$ cat config.mk
export PLATFORM = sky130hd
export DESIGN_NAME = pdetect_acq_seq_flat
export DESIGN_NICKNAME = d
export VERILOG_FILES = /design/src/rtl/pdetect_acq_seq_if.sv /design/src/rtl/pdetect_acq_seq.sv /design/src/flat_wrapper.sv
export SDC_FILE = /design/constraint.sdc
export NUM_CORES = 1
export LEC_CHECK = 0
export ABC_AREA = 1
export CAP_MARGIN = 0
export CORE_AREA = 10 10 67 74
export CTS_CLUSTER_SIZE = 28
export DETAILED_ROUTE_END_ITERATION = 10
export DIE_AREA = 0 0 77 84
export GPL_TIMING_DRIVEN = 0
export PLACE_DENSITY = 0.74
export SLEW_MARGIN = 20
export SYNTH_ARGS = -nofsm -noshare
export SYNTH_HDL_FRONTEND = slang
export SYNTH_SLANG_ARGS = --single-unit
$ cat constraint.sdc
create_clock -name clk -period 2.57 [get_ports clk]
set_clock_uncertainty 0.2 [all_clocks]
set_input_delay 0.514 -clock clk [delete_from_list [all_inputs] [get_ports clk]]
set_output_delay 0.514 -clock clk [all_outputs]
set_load 0.03 [all_outputs]
$ cat src/rtl/pdetect_acq_seq_if.sv
// Bundles the phase-detector sample stream and the sequencer's control/status outputs.
// The master side drives the detector samples and enable; the slave side is the sequencer.
interface pdetect_acq_seq_if #(
  parameter int w = 18
);
  logic                enable;
  logic signed [w-1:0] ang_in;
  logic                strobe_in;
  logic [1:0]          gain_sel;
  logic                clear_out;
  logic                locked;
  logic                lost;
  logic [1:0]          state;

  modport master (
    output enable, ang_in, strobe_in,
    input  gain_sel, clear_out, locked, lost, state
  );

  modport slave (
    input  enable, ang_in, strobe_in,
    output gain_sel, clear_out, locked, lost, state
  );
endinterface

$ cat src/rtl/pdetect_acq_seq.sv
// Lock-acquisition sequencer: classifies strobed phase-detector samples and steps the loop
// through FREQ, PHASE and LOCKED, driving gain select, integrator clear and lock status.
module pdetect_acq_seq #(
  parameter int w           = 18,
  parameter int fdwell      = 16,
  parameter int dwell       = 64,
  parameter int lose        = 8,
  parameter int lock_thresh = 4096,
  parameter int cw          = 8
) (
  input  logic             clk,
  input  logic             rst,
  pdetect_acq_seq_if.slave bus
);

  typedef enum logic [1:0] {
    idle_e   = 2'd0,
    freq_e   = 2'd1,
    phase_e  = 2'd2,
    locked_e = 2'd3
  } state_t;

  localparam logic signed [w-1:0] max_c      = {1'b0, {(w-1){1'b1}}};
  localparam logic signed [w-1:0] min_c      = {1'b1, {(w-1){1'b0}}};
  localparam logic [w:0]          thresh_c   = (w+1)'(lock_thresh);
  localparam logic [cw-1:0]       fdwell_c   = cw'(fdwell);
  localparam logic [cw-1:0]       dwell_c    = cw'(dwell);
  localparam logic [cw-1:0]       lose_c     = cw'(lose);
  localparam logic [cw-1:0]       cnt_max_c  = {cw{1'b1}};

  state_t        state_r;
  logic [cw-1:0] cnt_r;
  logic [1:0]    gain_r;
  logic          clear_r;
  logic          locked_r;
  logic          lost_r;

  logic [w:0]    ext_s;
  logic [w:0]    mag_s;
  logic          sat_s;
  logic          in_s;
  logic [cw-1:0] cnt_inc_s;

  // Sample classification; magnitude uses one extra bit so the most negative code cannot overflow.
  always_comb begin
    ext_s     = {bus.ang_in[w-1], bus.ang_in};
    mag_s     = ext_s;
    sat_s     = 1'b0;
    in_s      = 1'b0;
    cnt_inc_s = cnt_r;
    if (ext_s[w]) begin
      mag_s = ~ext_s + {{w{1'b0}}, 1'b1};
    end else begin
      mag_s = ext_s;
    end
    if ((bus.ang_in == max_c) || (bus.ang_in == min_c)) begin
      sat_s = 1'b1;
    end else begin
      sat_s = 1'b0;
    end
    if (!sat_s && (mag_s <= thresh_c)) begin
      in_s = 1'b1;
    end else begin
      in_s = 1'b0;
    end
    if (cnt_r == cnt_max_c) begin
      cnt_inc_s = cnt_r;
    end else begin
      cnt_inc_s = cnt_r + {{(cw-1){1'b0}}, 1'b1};
    end
  end

  // Sequencer state, dwell counter and all registered outputs.
  always_ff @(posedge clk) begin
    if (rst || !bus.enable) begin
      state_r  <= idle_e;
      cnt_r    <= {cw{1'b0}};
      gain_r   <= 2'd0;
      clear_r  <= 1'b0;
      locked_r <= 1'b0;
      lost_r   <= 1'b0;
    end else begin
      clear_r <= 1'b0;
      lost_r  <= 1'b0;
      case (state_r)
        idle_e: begin
          state_r <= freq_e;
          gain_r  <= 2'd3;
          clear_r <= 1'b1;
          cnt_r   <= {cw{1'b0}};
        end
        freq_e: begin
          if (bus.strobe_in) begin
            if (sat_s) begin
              cnt_r <= {cw{1'b0}};
            end else if (cnt_inc_s == fdwell_c) begin
              state_r <= phase_e;
              gain_r  <= 2'd2;
              cnt_r   <= {cw{1'b0}};
            end else begin
              cnt_r <= cnt_inc_s;
            end
          end
        end
        phase_e: begin
          if (bus.strobe_in) begin
            if (sat_s) begin
              state_r <= freq_e;
              gain_r  <= 2'd3;
              clear_r <= 1'b1;
              cnt_r   <= {cw{1'b0}};
            end else if (!in_s) begin
              cnt_r <= {cw{1'b0}};
            end else if (cnt_inc_s == dwell_c) begin
              state_r  <= locked_e;
              gain_r   <= 2'd1;
              locked_r <= 1'b1;
              cnt_r    <= {cw{1'b0}};
            end else begin
              cnt_r <= cnt_inc_s;
            end
          end
        end
        locked_e: begin
          // A saturated sample and an exhausted out-of-threshold run exit identically.
          if (bus.strobe_in) begin
            if (sat_s || (!in_s && (cnt_inc_s == lose_c))) begin
              state_r  <= freq_e;
              gain_r   <= 2'd3;
              clear_r  <= 1'b1;
              lost_r   <= 1'b1;
              locked_r <= 1'b0;
              cnt_r    <= {cw{1'b0}};
            end else if (in_s) begin
              cnt_r <= {cw{1'b0}};
            end else begin
              cnt_r <= cnt_inc_s;
            end
          end
        end
        default: begin
          state_r  <= idle_e;
          gain_r   <= 2'd0;
          locked_r <= 1'b0;
          cnt_r    <= {cw{1'b0}};
        end
      endcase
    end
  end

  assign bus.state     = state_r;
  assign bus.gain_sel  = gain_r;
  assign bus.clear_out = clear_r;
  assign bus.locked    = locked_r;
  assign bus.lost      = lost_r;

endmodule

$ cat src/flat_wrapper.sv
// flat-port wrapper written by rule: the top's interface ports become plain ports
module pdetect_acq_seq_flat 
#(
  parameter int w           = 18,
  parameter int fdwell      = 16,
  parameter int dwell       = 64,
  parameter int lose        = 8,
  parameter int lock_thresh = 4096,
  parameter int cw          = 8
)
  (clk, rst, bus_enable, bus_ang_in, bus_strobe_in, bus_gain_sel, bus_clear_out, bus_locked, bus_lost, bus_state);
  pdetect_acq_seq_if #(.w(w)) bus_i ();
  input  logic clk;
  input  logic rst;
  input wire logic [$bits(bus_i.enable)-1:0] bus_enable;
  input wire logic [$bits(bus_i.ang_in)-1:0] bus_ang_in;
  input wire logic [$bits(bus_i.strobe_in)-1:0] bus_strobe_in;
  output wire logic [$bits(bus_i.gain_sel)-1:0] bus_gain_sel;
  output wire logic [$bits(bus_i.clear_out)-1:0] bus_clear_out;
  output wire logic [$bits(bus_i.locked)-1:0] bus_locked;
  output wire logic [$bits(bus_i.lost)-1:0] bus_lost;
  output wire logic [$bits(bus_i.state)-1:0] bus_state;
  assign bus_i.enable = bus_enable;
  assign bus_i.ang_in = bus_ang_in;
  assign bus_i.strobe_in = bus_strobe_in;
  assign bus_gain_sel = bus_i.gain_sel;
  assign bus_clear_out = bus_i.clear_out;
  assign bus_locked = bus_i.locked;
  assign bus_lost = bus_i.lost;
  assign bus_state = bus_i.state;
  pdetect_acq_seq #(.w(w), .fdwell(fdwell), .dwell(dwell), .lose(lose), .lock_thresh(lock_thresh), .cw(cw)) u_core (.clk(clk), .rst(rst), .bus(bus_i));
endmodule
==> impl_metrics.env, run 1 <==
export IMPL_asyncSetResetFlopFracSynth=0
export IMPL_critPathSlowestCell="sky130_fd_sc_hd__clkdlybuf4s50_1"
export IMPL_final_min_period_over_clock_period=0.9593
export IMPL_post_synth_top_count_cell="sky130_fd_sc_hd__nand2_1"
export IMPL_min_cycle_time_layout_ps=2465
export IMPL_max_clock_freq_ghz=0.4056
export IMPL_hold_viol_final=0
export IMPL_max_vdd_ir_drop_mv=0.2281
export IMPL_synth_cells=314
export IMPL_via_count=2091
export IMPL_path_clk_slew_ps=70
export IMPL_worst_slew_pin_slew_ps=563.1
export IMPL_drt_wl_total_um=4952
export IMPL_cellPowerDensity_mw_per_mm2=314.3
export IMPL_floorplan_die_area_mm2=0.006468
export IMPL_wire_per_inst_um=12.23
export IMPL_synthesis_area_mm2=0.001802
export IMPL_cpPeakStageDelay_ps=440
export IMPL_critical_path_top_cell_by_count="sky130_fd_sc_hd__nand2_1"
export IMPL_synthFlopType="sky130_fd_sc_hd__dfxtp_1"
export IMPL_start_util=0.5090
export IMPL_synth_edff_count=0
export IMPL_vias_per_cell=5.163
export IMPL_endpoint_kind="register"
export IMPL_run_status="finished, final reports clean"
export IMPL_syn_mean_instance_area_um2=5.738
export IMPL_clock_insertion_delay_worst_skew_ps=250
export IMPL_maximum_number_of_pins_on_one_net_before_global_route_repair=11
export IMPL_post_synth_most_frequent_cells="86 x sky130_fd_sc_hd__nand2_1, 45 x sky130_fd_sc_hd__inv_1, 36 x sky130_fd_sc_hd__nand3_1"
export IMPL_initial_antenna_violation_count=0
export IMPL_min_path_type="register to register"
export IMPL_cts_root_to_sink_buffers=2
export IMPL_fillers=352
export IMPL_place_gp_congestion=0.8345
export IMPL_max_cap_violations=0
export IMPL_gr_total_overflow=0
export IMPL_total_number_of_yosys_warnings=0
export IMPL_power_leakage_nw=1.143
export IMPL_ys_seq_area_frac=0.1556
export IMPL_global_route_wire_length_before_repair_um=8342
export IMPL_slew_headroom=0.6246
export IMPL_synthToLayoutAreaGrowth_pct=32.08
export IMPL_firstDrtPassIters=4
export IMPL_final_core_utilization=0.6723
export IMPL_post_synthesis_cell_type_count=33
export IMPL_h_tree_depth=1
export IMPL_crit_arrival_ps=2440
export IMPL_syn_nets=344
export IMPL_fp_row_count=23
export IMPL_track_usage=0.1469
export IMPL_postSynthRegisterBits=14
export IMPL_worst_path_max_fanout=6
export IMPL_slew_viol_final=0
export IMPL_core_mm2=0.003540
export IMPL_drt_drc_violations_left=0
export IMPL_ant_nets=0
export IMPL_setup_total_negative_slack_ps=0
export IMPL_via_count_of_the_first_global_routing_pass=1982
export IMPL_setup_viols_final=0
export IMPL_chipWidth_um=77
export IMPL_final_layout_size_suffix_gt1_frac=0.2310
export IMPL_grt_setup_unrepaired="yes"
export IMPL_path_class="input port to register"
export IMPL_worstPathCellList="clkdlybuf4s50_1, inv_2, nand2_1, nor2_4, nand4_1, nand2_1, nand2_1, nand2_1, nand3_2, nor2_4, nand3_1, nand3_4, nand3_1, a21oi_1"
export IMPL_cts_tree="built"
export IMPL_clock_tree_root_cell="sky130_fd_sc_hd__clkbuf_8"
export IMPL_post_synth_top_area_fraction=0.1792
export IMPL_num_io_pins=29
export IMPL_tritoncts_num_sinks=14
export IMPL_synth_area_top_cells="sky130_fd_sc_hd__nand2_1 18%, sky130_fd_sc_hd__dfxtp_1 16%, sky130_fd_sc_hd__nand3_1 10%"
export IMPL_hpwlAfterDp_um=3814
export IMPL_num_nets_final=386
export IMPL_worstPathRequired_ps=2540
export IMPL_cts_buf_count=3
export IMPL_antenna_diode_count=0
export IMPL_synth_largest_area_cell="sky130_fd_sc_hd__nand2_1"
export IMPL_place_port_buffers=28
export IMPL_die_span_y_um=84
export IMPL_worst_setup_path_start_kind="input port"
export IMPL_first_iter_violations=104
-- final timing paths --
check | startpoint | endpoint | slack (ps) | cells past startpoint
max reg2reg | u_core.cnt_r[0]$_SDFFE_PP0P_ | u_core.bus.gain_sel[0]$_SDFFE_PP0P_ | 180 | 15
min reg2reg | u_core.cnt_r[6]$_SDFFE_PP0P_ | u_core.cnt_r[6]$_SDFFE_PP0P_ | 270 | 2
min | u_core.cnt_r[6]$_SDFFE_PP0P_ | u_core.cnt_r[6]$_SDFFE_PP0P_ | 270 | 2
max | bus_ang_in[10] | u_core.cnt_r[3]$_SDFFE_PP0P_ | 100 | 14
-- logic make-up (layout without fill, tap and decap cells) --
| family | count (synthesis) | count (layout) | share of synthesized area |
|---|---|---|---|
| and+or+nand+nor | 208 | 208 | 0.5764 |
| AOI/OAI and AO/OA | 26 | 26 | 0.07500 |
| adders and majority gates | 8 | 8 | 0.05556 |
| buffers and inverters | 53 | 94 | 0.1132 |
| xor gates and xnor gates | 5 | 5 | 0.02431 |
| DFF | 14 | 14 | 0.1556 |
-- cell usage in the layout, fill, tap and decap left out, drive strengths merged --
master         count
nand3             41
clkdlybuf4s50     14
clkinv             2
inv               48
a21oi             16
xnor2              2
nand4              9
xor2               3
nor2              46
ha                 8
nand2             95
dlymetal6s2s       2
nand3b             3
clkbuf             7
o21ai              9
or2                3
nor3              10
dlygate4sd2       10
nor4               1
buf               11
dfxtp             14
a31oi              1
-- area by class of cell --
class / instances / area, um2 / area share
Timing Repair Buffer: 37 / 330.3 / 0.1388
Sequential cell: 14 / 282.8 / 0.1188
Tap cell: 50 / 62.56 / 0.02629
Inverter: 50 / 187.7 / 0.07886
Buffer: 3 / 17.52 / 0.007361
Multi-Input combinational cell: 247 / 1444 / 0.6067
Clock buffer: 4 / 55.05 / 0.02313
-- registers in the layout, indices dropped and copies added (netlist names) --
register              flops
u_core.bus.locked         1
u_core.bus.state          1
u_core.bus.lost           1
u_core.bus.clear_out      1
u_core.bus.gain_sel       2
u_core.cnt_r              8
-- what timing repair did --
item | 4_1_cts | 5_1_grt
hold buffers | 0 | 0
pin swaps | 14 | 15
cloned | 0 | 0
setup endpoints to repair | 14 | 13
gates resized for setup | 28 | 31
buffers inserted | 7 | 2
-- report_power, final --
part	total (mW)	switching [mW]	internal (mW)
logic	0.291	0.179	0.113
registers	0.232	0.00703	0.225
clock network	0.225	0.0892	0.136
total	0.748	0.275	0.473
-- critical path, delay by kind of cell --
kind / cells / cell delay (ps)
and+or+nand+nor: 11 / 1220
buffers and inverters: 2 / 550
AOI/OAI and AO/OA: 1 / 140
-- through the flow --
| step | power (mW) | hold slack [ps] | worst slack, ps | std cells | area (um2) |
|---|---|---|---|---|---|
| after floorplan | 0.4078 | 245.3 | 125.1 | 314 | 1802 |
| after global placement | 0.5018 | 256.0 | -598.5 | 392 | 2145 |
| after detailed placement | 0.5042 | 256.3 | -609.7 | 392 | 2145 |
| after CTS | 0.7339 | 266.7 | 0.3024 | 403 | 2285 |
| after global routing | 0.7952 | 277.6 | -40.89 | 405 | 2380 |
| final | 0.7481 | 269.9 | 104.7 | 405 | 2380 |
-- layer usage --
layer	share of wire	GRT usage	up-vias	wire (um)
li1	-	-	1083	-
met3	0.024	0.01509	5	117
met1	0.43	0.1571	963	2123
met2	0.54	0.2916	40	2661
met5	0	0	-	0
met4	0.0099	0.03821	0	49
Power figures use the tool's default switching activity.
==> run 2: changes to the inputs <==
--- a/config.mk
+++ b/config.mk
@@ -15,2 +15,3 @@
 export PLACE_DENSITY = 0.74
+export SETUP_SLACK_MARGIN = 0.15
 export SLEW_MARGIN = 20
--- a/constraint.sdc
+++ b/constraint.sdc
@@ -4,2 +4,2 @@
 set_output_delay 0.514 -clock clk [all_outputs]
-set_load 0.03 [all_outputs]
+set_load 0.01 [all_outputs]
==> run 2 against run 1 <==
Via count is 0.24% lower. Cell count is 2.7% higher. Total power is 0.14% lower. Global-route usage is 0.059 points higher. Sequential power hardly changed. Worst hold slack worse by 1.5 ps. Clock power hardly changed. Die area stayed put. Flip-flop and latch count stayed put. Critical path type unchanged. Largest cell class unchanged.
==> impl_metrics.env, run 2 (same netlist as run 1, synthesis figures left out) <==
export IMPL_track_usage=0.1475
export IMPL_h_tree_depth=1
export IMPL_cell_int_power_mw=0.4790
export IMPL_worstPathCellList="buf_4, inv_2, ha_4, or2_4, nor2_2, nand2_1, nand2_1, nand2_1, nor3_1, nand2_1, nand2_2, nand3b_1, nand2_2, nand3_4, nand2_1, nand2_1, nor2_2"
export IMPL_worst_slew_pin_slew_ps=560.9
export IMPL_floorplan_die_area_mm2=0.006468
export IMPL_hpwlAfterDp_um=3739
export IMPL_num_nets_final=397
export IMPL_layout_cell_area_non_filler_mm2=0.002520
export IMPL_cts_buf_count=3
export IMPL_drt_wl_total_um=5168
export IMPL_endpoint_kind="register"
export IMPL_cts_tree="built"
export IMPL_via_count=2086
export IMPL_critical_path_top_cell_by_count="sky130_fd_sc_hd__nand2_1"
export IMPL_crit_buf_inv=2
export IMPL_global_route_wire_length_before_repair_um=8162
export IMPL_layout_commonest_cell="sky130_fd_sc_hd__nand2_1"
export IMPL_reg2regPathDepth=14
export IMPL_ant_nets=0
export IMPL_chipWidth_um=77
export IMPL_timing_rr_start="u_core.cnt_r[0]$_SDFFE_PP0P_"
export IMPL_place_gp_congestion=0.8531
export IMPL_r2r_end="u_core.bus.state[1]$_SDFFE_PP0P_"
export IMPL_crit_path_start="bus_ang_in[1]"
export IMPL_setup_viols_final=0
export IMPL_cellPowerDensity_mw_per_mm2=296.4
export IMPL_hold_viol_final=0
export IMPL_firstDrtPassIters=4
export IMPL_final_layout_size_suffix_gt1_frac=0.3279
export IMPL_vias_per_cell=5.014
export IMPL_critPathTopFamily="simple AND/OR/NAND/NOR gates"
export IMPL_hold_buffers=0
export IMPL_fp_row_count=23
export IMPL_final_min_period_over_clock_period=0.9141
export IMPL_die_span_y_um=84
export IMPL_place_port_buffers=28
export IMPL_max_cap_violations=0
export IMPL_initial_antenna_violation_count=0
export IMPL_max_vdd_ir_drop_mv=0.2833
export IMPL_worst_path_max_fanout=4
export IMPL_largest_register="u_core.cnt_r"
export IMPL_worst_setup_path_start_kind="input port"
export IMPL_fillers=329
export IMPL_min_cycle_time_layout_ps=2349
export IMPL_layout_common_cells="73 x sky130_fd_sc_hd__nand2_1, 38 x sky130_fd_sc_hd__inv_1, 32 x sky130_fd_sc_hd__nand3_1"
export IMPL_drt_drc_violations_left=0
export IMPL_critPathSlowestCell="sky130_fd_sc_hd__or2_4"
export IMPL_power_share_clock=0.301
export IMPL_final_core_utilization=0.7119
export IMPL_design_power_total_mw=0.7470
export IMPL_worstPathRequired_ps=2560
export IMPL_grt_setup_unrepaired="no"
export IMPL_cp_endpoint="u_core.bus.state[1]$_SDFFE_PP0P_"
export IMPL_synthToLayoutAreaGrowth_pct=39.86
export IMPL_crit_arrival_ps=2340
export IMPL_via_count_of_the_first_global_routing_pass=1929
export IMPL_slew_headroom=0.6261
export IMPL_first_iter_violations=68
export IMPL_gr_total_overflow=0
export IMPL_switching_share=0.3588
export IMPL_clock_insertion_delay_worst_skew_ps=250
export IMPL_tritoncts_num_sinks=14
export IMPL_power_leakage_nw=1.244
export IMPL_placement_setup_worst_slack_ps=-538.9
export IMPL_run_status="finished, final reports clean"
export IMPL_slew_viol_final=0
export IMPL_largest_reg_flops=8
export IMPL_path_class="input port to register"
export IMPL_min_path_type="register to register"
export IMPL_power_share_combinational=0.391
export IMPL_path_clk_slew_ps=60
export IMPL_reg2reg_slack_ps=280
export IMPL_antenna_diode_count=0
export IMPL_clock_tree_root_cell="sky130_fd_sc_hd__clkbuf_8"
export IMPL_sequentialPowerShare=0.308
export IMPL_cpPeakStageDelay_ps=240
export IMPL_dpl_cell_area_mm2=0.002145
export IMPL_core_mm2=0.003540
export IMPL_max_clock_freq_ghz=0.4257
export IMPL_fin_ws_ps=220.7
export IMPL_cts_root_to_sink_buffers=2
export IMPL_wire_per_inst_um=12.42
export IMPL_start_util=0.5090
export IMPL_maximum_number_of_pins_on_one_net_before_global_route_repair=11
export IMPL_num_io_pins=29
export IMPL_net_switching_power_mw=0.2680
export IMPL_worstSetupPathDepth=17
-- run 2: routing by layer --
layer	GRT usage	wire length [um]	up-vias
met4	0.06146	108	0
met3	0.02802	149	8
met2	0.2724	2753	33
met5	0	0	-
met1	0.1581	2158	939
li1	-	-	1106
-- run 2: power groups by stage --
stage | registers (mW) | logic (mW) | clock network [mW]
2_1_floorplan | 0.239 | 0.155 | 0
3_3_place_gp | 0.236 | 0.252 | 0
3_5_place_dp | 0.237 | 0.252 | 0
4_1_cts | 0.232 | 0.265 | 0.230
5_1_grt | 0.231 | 0.323 | 0.244
6_report | 0.230 | 0.292 | 0.225
-- run 2: timing repair --
| item | 4_1_cts | 5_1_grt |
|---|---|---|
| buffers inserted | 10 | 10 |
| resized for setup | 46 | 76 |
| pin swaps | 20 | 39 |
| endpoints found under the setup margin | 14 | 14 |
-- run 2: worst min path at each step --
stage	cells after the start	start	slack (ps)	end
2_1_floorplan	2	u_core.cnt_r[6]$_SDFFE_PP0P_	250	u_core.cnt_r[6]$_SDFFE_PP0P_
3_3_place_gp	2	u_core.bus.locked$_SDFFE_PP0P_	260	u_core.bus.locked$_SDFFE_PP0P_
3_5_place_dp	2	u_core.cnt_r[6]$_SDFFE_PP0P_	260	u_core.cnt_r[6]$_SDFFE_PP0P_
4_1_cts	2	u_core.cnt_r[6]$_SDFFE_PP0P_	270	u_core.cnt_r[6]$_SDFFE_PP0P_
5_1_grt	2	u_core.cnt_r[6]$_SDFFE_PP0P_	300	u_core.cnt_r[6]$_SDFFE_PP0P_
6_report	2	u_core.cnt_r[6]$_SDFFE_PP0P_	270	u_core.cnt_r[6]$_SDFFE_PP0P_
-- run 2: worst reg2reg max path: stages, from the launching register on --
cell                       delay, ps
sky130_fd_sc_hd__dfxtp_4         370
sky130_fd_sc_hd__ha_4            180
sky130_fd_sc_hd__nand3_4         110
sky130_fd_sc_hd__inv_4            60
sky130_fd_sc_hd__nand2_4         110
sky130_fd_sc_hd__o21ai_2          90
sky130_fd_sc_hd__or2_4           240
sky130_fd_sc_hd__nor2_4          150
sky130_fd_sc_hd__nand2_1          80
sky130_fd_sc_hd__nand3b_1        190
sky130_fd_sc_hd__nand2_2         120
sky130_fd_sc_hd__nand3_4         100
sky130_fd_sc_hd__nand2_1          70
sky130_fd_sc_hd__nand2_1          60
sky130_fd_sc_hd__nor2_2           90
-- run 2: metrics by stage --
stage / TNS, ps / hold WS [ps] / std cells
floorplan: 0 / 245.3 / 314
global placement: -6678 / 261.7 / 392
detailed placement: -6833 / 256.3 / 392
CTS: 0 / 266.2 / 406
global route: 0 / 299.8 / 416
finish: 0 / 268.4 / 416
-- run 2: cell type report --
class | count | area (um2) | area share
multi-input cells | 247 | 1534 | 0.6087
repair buffers | 48 | 371.6 | 0.1475
flip-flops and latches | 14 | 290.3 | 0.1152
inverters | 50 | 190.2 | 0.07547
well taps | 50 | 62.56 | 0.02483
clock buffers | 4 | 55.05 | 0.02185
plain buffers | 3 | 16.27 | 0.006455
